<file path="src/rtl/cache_pkg.sv">
// Shared widths and controller state encoding for the data cache and its memory port.
package cache_pkg;

    localparam int DATA_WIDTH   = 32;
    localparam int OFFSET_WIDTH = 2;

    typedef enum logic [1:0] {
        IDLE   = 2'd0,
        RD_REQ = 2'd1,
        WR_REQ = 2'd2,
        FILL   = 2'd3
    } state_t;

endpackage

</file>
<file path="src/rtl/sat_counter.sv">
// Up-counter that sticks at all-ones instead of wrapping; cleared by synchronous reset.
module sat_counter #(
    parameter int CNT_WIDTH = 16
) (
    input  logic                 clk,
    input  logic                 rst,
    input  logic                 inc,
    output logic [CNT_WIDTH-1:0] count
);

    logic [CNT_WIDTH-1:0] r_count;

    always_ff @(posedge clk) begin
        if (rst) begin
            r_count <= '0;
        end else if (inc && (r_count != {CNT_WIDTH{1'b1}})) begin
            r_count <= r_count + 1'b1;
        end
    end

    assign count = r_count;

endmodule

</file>
<file path="src/rtl/cache_miss_handler.sv">
// Load-miss refill and store write-through controller for a direct-mapped data cache.
// Stalls the MEM stage while a memory transaction or cache overwrite is outstanding.
module cache_miss_handler #(
    parameter int DATA_WIDTH   = cache_pkg::DATA_WIDTH,
    parameter int OFFSET_WIDTH = cache_pkg::OFFSET_WIDTH,
    parameter int CNT_WIDTH    = 16
) (
    input  logic                  clk,
    input  logic                  rst,
    input  logic                  lookup_valid,
    input  logic                  lookup_we,
    input  logic [DATA_WIDTH-1:0] lookup_addr,
    input  logic [DATA_WIDTH-1:0] lookup_wdata,
    input  logic                  cache_hit,
    output logic                  stall,
    output logic                  fill_en,
    output logic [DATA_WIDTH-1:0] fill_addr,
    output logic [DATA_WIDTH-1:0] fill_data,
    output logic                  mem_req,
    output logic                  mem_we,
    output logic [DATA_WIDTH-1:0] mem_addr,
    output logic [DATA_WIDTH-1:0] mem_wdata,
    input  logic                  mem_ack,
    input  logic [DATA_WIDTH-1:0] mem_rdata,
    output logic [CNT_WIDTH-1:0]  miss_count
);

    import cache_pkg::*;

    localparam logic [DATA_WIDTH-1:0] ADDR_MASK =
        {{(DATA_WIDTH-OFFSET_WIDTH){1'b1}}, {OFFSET_WIDTH{1'b0}}};

    state_t                r_state;
    state_t                w_state_next;
    logic [DATA_WIDTH-1:0] r_addr_q;
    logic [DATA_WIDTH-1:0] r_data_q;
    logic [DATA_WIDTH-1:0] r_wdata_q;
    logic                  r_hit_q;
    logic                  r_we_q;

    logic                  w_cap_load;
    logic                  w_cap_store;
    logic                  w_cap_rdata;
    logic                  w_miss_inc;

    always_ff @(posedge clk) begin
        if (rst) begin
            r_state   <= IDLE;
            r_addr_q  <= '0;
            r_data_q  <= '0;
            r_wdata_q <= '0;
            r_hit_q   <= 1'b0;
            r_we_q    <= 1'b0;
        end else begin
            r_state <= w_state_next;
            if (w_cap_load || w_cap_store) begin
                r_addr_q <= lookup_addr & ADDR_MASK;
                r_we_q   <= w_cap_store;
                r_hit_q  <= w_cap_store & cache_hit;
            end
            if (w_cap_store) begin
                r_wdata_q <= lookup_wdata;
            end
            if (w_cap_rdata) begin
                r_data_q <= mem_rdata;
            end
        end
    end

    // Outputs are zero outside the state that owns them, so idle buses read as 0.
    always_comb begin
        w_state_next = r_state;
        w_cap_load   = 1'b0;
        w_cap_store  = 1'b0;
        w_cap_rdata  = 1'b0;
        w_miss_inc   = 1'b0;
        fill_en      = 1'b0;
        fill_addr    = '0;
        fill_data    = '0;
        mem_req      = 1'b0;
        mem_we       = 1'b0;
        mem_addr     = '0;
        mem_wdata    = '0;
        case (r_state)
            IDLE: begin
                if (lookup_valid) begin
                    if (lookup_we) begin
                        w_cap_store  = 1'b1;
                        w_state_next = WR_REQ;
                    end else if (!cache_hit) begin
                        w_cap_load   = 1'b1;
                        w_miss_inc   = 1'b1;
                        w_state_next = RD_REQ;
                    end
                end
            end
            RD_REQ: begin
                mem_req  = 1'b1;
                mem_addr = r_addr_q;
                if (mem_ack) begin
                    w_cap_rdata  = 1'b1;
                    w_state_next = FILL;
                end
            end
            WR_REQ: begin
                mem_req   = 1'b1;
                mem_we    = 1'b1;
                mem_addr  = r_addr_q;
                mem_wdata = r_wdata_q;
                // No write-allocate: only a store that hit updates the cache copy.
                if (mem_ack) begin
                    w_state_next = r_hit_q ? FILL : IDLE;
                end
            end
            FILL: begin
                fill_en      = 1'b1;
                fill_addr    = r_addr_q;
                fill_data    = r_we_q ? r_wdata_q : r_data_q;
                w_state_next = IDLE;
            end
            default: w_state_next = IDLE;
        endcase
    end

    assign stall = (r_state != IDLE) || (lookup_valid && (lookup_we || !cache_hit));

    sat_counter #(
        .CNT_WIDTH (CNT_WIDTH)
    ) u_miss_counter (
        .clk   (clk),
        .rst   (rst),
        .inc   (w_miss_inc),
        .count (miss_count)
    );

endmodule

</file>
<file path="config.mk">
export PLATFORM = sky130hd
export DESIGN_NAME = cache_miss_handler
export DESIGN_NICKNAME = d
export VERILOG_FILES = /design/src/rtl/cache_pkg.sv /design/src/rtl/sat_counter.sv /design/src/rtl/cache_miss_handler.sv
export SDC_FILE = /design/constraint.sdc
export NUM_CORES = 1
export LEC_CHECK = 0
export CAP_MARGIN = 20
export CORE_ASPECT_RATIO = 0.75
export CORE_MARGIN = 2
export CORE_UTILIZATION = 35
export DETAILED_ROUTE_END_ITERATION = 10
export GPL_ROUTABILITY_DRIVEN = 0
export GPL_TIMING_DRIVEN = 0
export MAX_ROUTING_LAYER = met4
export PLACE_DENSITY = 0.69
export SLEW_MARGIN = 20
export SYNTH_ARGS = -nofsm -noshare
export SYNTH_HDL_FRONTEND = slang
export SYNTH_SLANG_ARGS = --single-unit
</file>
<file path="constraint.sdc">
create_clock -name clk -period 3.7 [get_ports clk]
set_input_delay 0.555 -clock clk [delete_from_list [all_inputs] [get_ports clk]]
set_output_delay 0.555 -clock clk [all_outputs]
set_load 0.01 [all_outputs]
</file>
# Word-level counts from Yosys, hierarchy flattened
# Cells that the tools add are included.
# word_totals
ff_bits,114
out_inout_bits,148
inputBits,102
# classes
n_reduce_logical,10
bitwise_logic,1
eq_ne,8
add_sub_neg,1
n_mux,24
# ops
op,n
$mux 32,5
$add 16x1->16 const B,1
$ne 16x16->1 const B,1
$mux 1,12
$mux 2,6
$pmux 2 s4,1
$ne 2x2->1 const B,3
$eq 2x2->1 const B,2
$reduce_and 4->1,1
$logic_or 1x1->1,3
$ne 3x3->1 const B,1
$eq 2x1->1 const B,1
$logic_and 1x1->1,2
$logic_not 2->1,1
$reduce_bool 2->1,1
$reduce_or 2->1,1
$and 1x1->1,1
$logic_not 1->1,1

# Logic depth before layout (Yosys ltp)
# depth
word_depth,5
mapped_depth,7
ltp_nobuf,6

# Modules after synthesis
# A second synthesis with hierarchy kept.
# unflattened
hier_cells,719
hier_area_um2,5560.3
# modules_own_cells
mod,cells_per_inst,seq_area_each_um2,area_per_inst_um2,n_inst
cache_miss_handler,620,1961.9,4712.0,1
sat_counter,99,320.3,848.3,1

# Least setup slack after synthesis
# OpenSTA, ideal clock, no wires.
# synth_timing
path_kind,reg2reg
startpoint,register r_state[0]
endpoint,register u_miss_counter.r_count[9] (netlist: u_miss_counter.count[9])
path_buffers,0
arrival_time_ns,1.791
setup_slack_ns,1.788
synth_period_minus_slack_ns,1.912
required_time_ns,3.579
path_stages_with_launch,7
path_cell_list,dfxtp_1 -> inv_1 -> ha_1 -> nand4bb_4 -> or2_4 -> nor4b_1 -> mux2_2
# synth_via
elab_chain_cells,3
# synth_lines
element,line,text
"start, declared",cache_miss_handler.sv:33,state_t r_state;
"start signal, assigned",cache_miss_handler.sv:55,r_state <= w_state_next;
$logic_not 2->1,cache_miss_handler.sv:84,case (r_state)
$mux 1,cache_miss_handler.sv:84,
$logic_and 1x1->1,sat_counter.sv:16,end else if (inc && (r_count != {CNT_WIDTH{1'b1}})) begin
"end signal, assigned",sat_counter.sv:17,r_count <= r_count + 1'b1;
"end, declared",sat_counter.sv:11,logic [CNT_WIDTH-1:0] r_count;
# Every way passes these cells.
# A chain may end at the register's enable or synchronous reset.

# Final worst setup path
# layout_timing
startpoint,register r_state[1]
endpoint,output port fill_data[29]
# layout_via
elab_chain_cells,2
# layout_lines
element,line,text
$eq 2x2->1,cache_miss_handler.sv:84,
$mux 32,cache_miss_handler.sv:84,
"end, declared",cache_miss_handler.sv:18,"output logic [DATA_WIDTH-1:0] fill_data,"
# Every way passes these cells.

==> impl_metrics.tcl <==
set metrics [dict create \
    r2r-start "r_state[0]" \
    drc 0 \
    num_rows 39 \
    fin_worst_skew_ns 0.00702 \
    status "complete, no violations" \
    drt_iter0_markers 250 \
    root_buffer "clkbuf_16" \
    ir_worst_vdd_v 0.000310 \
    drv_slew 0 \
    viasPerCell 4.68 \
    power_mw 4.46 \
    antenna_found_initial 0 \
    endpoint_kind "output pin" \
    ys_ff_latch 114 \
    crit_slowest_cell "clkdlybuf4s50_1" \
    drt-pass1-iter-count 4 \
    clock.fmax_mhz 324 \
    powerDensity_mw_per_mm2 503 \
    clk_pin_slew_ns 0.05 \
    worstMarginPinSlew_ns 0.672 \
    grt_pass1_vias 5421 \
    post_drt_wl_per_cell_um 15.6 \
    synth_cell_type_count 41 \
    maxCapViolations 0 \
    cts_buffer_depth 2 \
    synth_area_mm2 0.00554 \
    max_slew_margin_pct 55.2 \
    gr-total-overflow 0 \
    path_max_fanout 10 \
    worstSetupStartpoint "r_state[1]" \
    num_io_pins 250 \
    cellLeakagePower_nw 3.09 \
    p_switching_mw 1.37 \
    period_share_pct 83.4 \
    async_reset_ff_share_pct 0 \
    p_comb_share_pct 27.7 \
    critPathMaxStageDelay_ns 0.56 \
    start_util_pct 36.0 \
    crit_required_ns 3.14 \
    final_common_cell "clkdlybuf4s50_1" \
    pwr-share-clk_pct 39.7 \
    port_buffers 243 \
    cts_hold_buf 0 \
    crit_chain "ha_1 -> clkbuf_1 -> nor2b_1 -> clkdlybuf4s50_1" \
    cts_tree "done" \
    p_int_mw 3.09 \
    clock-sinks 114 \
    postSynthCellCount 719 \
    finalInstanceArea_mm2 0.00887 \
    cts_resized 0 \
    wirelength_um 18700 \
    critPathKind "flip-flop to output pin" \
    fin_util_pct 57.7 \
    arrival_ns 2.53 \
    die-area_mm2 0.0169 \
    track_usage_pct 22.8 \
    fp.dieH_um 113 \
    ys_seq_area_share_pct 41.2 \
    rsz0062_at_grt "no" \
    die_w_um 149 \
    post_cts_buffers 0 \
    syn2layout_area_growth_pct 60.1 \
    place_ws_ns 0.949 \
    cts_max_level 4 \
    placed_area_mm2 0.00824 \
    final_cell_mix "clkdlybuf4s50_1 (243), nand2_1 (195), dfxtp_1 (114), a21oi_1 (105), and2_1 (93)" \
    numCtsBuffers 17 \
    fin_tns_setup_ns 0 \
    layout_min_cycle_time_ns 3.09 \
    avgSynthCellArea_um2 7.71 \
    hold_viol 0 \
    grt_first_pass_wirelength_um 29100 \
    hp-class "flip-flop to flip-flop" \
    synth_warnings 0 \
    hpwl_um 13900 \
    antenna_left 0 \
    num_vias 5624 \
    min_from "r_data_q[4]" \
    antennaDiodeCount 0 \
    fin_ws_ns 0.613 \
    yosys_most_used_dff "dfxtp_1" \
    critPathLaunchType "flip-flop" \
    grt_max_degree 17 \
    coreArea_mm2 0.0154 \
    layout-drive-gt1-share_pct 5.02 \
    synth_edf_count 0 \
    nets 1092 \
    setup-violations-final 0 \
    clk_latency_ns 0.40 \
    seq_power_share_pct 32.6 \
    swShare_pct 30.7 \
]
## per-stage QoR
stage          instances  hold WS, ns
6_report            1201        0.452
5_1_grt             1201        0.474
4_1_cts             1201        0.454
3_5_place_dp        1170        0.447
3_3_place_gp        1170        0.442
2_1_floorplan        722        0.436
## layout make-up
class,count,area [um^2]
fill,1457,6500
multi-input combinational,550,3030
timing repair buffer,243,2430
sequential,114,2280
clock buffer,20,447
tap,205,256
buffer,53,218
clock inverter,11,185
inverter,5,18.8
## logic make-up after synthesis
| logic type | Yosys count | synth area share, % |
|---|---|---|
| xor gates and xnor gates | 1 | 0.158 |
| buffers and inverters | 58 | 4.27 |
| muxes | 39 | 7.16 |
| DFF | 114 | 41.2 |
| adders and majority gates | 6 | 1.35 |
| other | 1 | 0.0677 |
| AOI/OAI and AO/OA | 116 | 11.2 |
| and+or+nand+nor | 384 | 34.6 |
## sequential cells by signal (all words and copies together), names as in the netlist
signal / cells
r_we_q: 1
r_wdata_q: 32
r_data_q: 32
r_state: 2
r_hit_q: 1
r_addr_q: 30
u_miss_counter.count: 16
## power groups by stage
stage / Sequential, mW / Combinational (mW) / Clock (mW)
CTS: 1.45 / 1.25 / 1.80
detailed placement: 1.48 / 1.24 / 0
floorplan: 1.45 / 0.699 / 0
finish: 1.46 / 1.24 / 1.77
global route: 1.47 / 1.37 / 1.86
global placement: 1.48 / 1.23 / 0
## worst max-delay path, delay by kind of cell, from the launching register on
kind / cells / cell delay, ns
adder cells (fa/ha/maj): 1 / 0.45
buffers and inverters: 2 / 0.99
flip-flops: 1 / 0.43
AND/OR/NAND/NOR: 1 / 0.26
## layer usage
layer | up-vias | track usage, % | wire length (um)
met4 | 0 | 5.46 | 157
met2 | 182 | 35.1 | 8310
met1 | 2543 | 30.0 | 8920
li1 | 2889 | - | -
met3 | 10 | 6.09 | 1290
met5 | - | - | 0
## worst paths after layout
| check | endpoint | slack [ns] | depth (start not counted) |
|---|---|---|---|
| min reg2reg | r_data_q[4] | 0.45 | 2 |
| max reg2reg | r_wdata_q[4] | 1.46 | 7 |
| max | fill_data[29] | 0.61 | 4 |
| min | r_data_q[4] | 0.45 | 2 |
## cells in the mapped netlist, drive strengths merged (2+ instances only)
| cell type | count | area (um^2) |
|---|---|---|
| clkbuf | 40 | 150 |
| nor2b | 37 | 231 |
| and3 | 4 | 27.5 |
| buf | 13 | 67.6 |
| or3 | 2 | 12.5 |
| a2111oi | 2 | 17.5 |
| ha | 6 | 75.1 |
| or2 | 2 | 15.0 |
| nand2 | 195 | 732 |
| mux2i | 34 | 340 |
| nor3 | 10 | 50.1 |
| nor2 | 14 | 52.6 |
| nor4 | 5 | 31.3 |
| dfxtp | 114 | 2280 |
| or4 | 2 | 15.0 |
| o21ai | 3 | 15.0 |
| mux2 | 5 | 56.3 |
| inv | 5 | 18.8 |
| and2 | 93 | 582 |
| nand4 | 4 | 37.5 |
| o31ai | 2 | 15.0 |
| a21oi | 105 | 526 |
| nand3 | 9 | 45.0 |
Note: power is estimated with default switching activity, not from simulation.
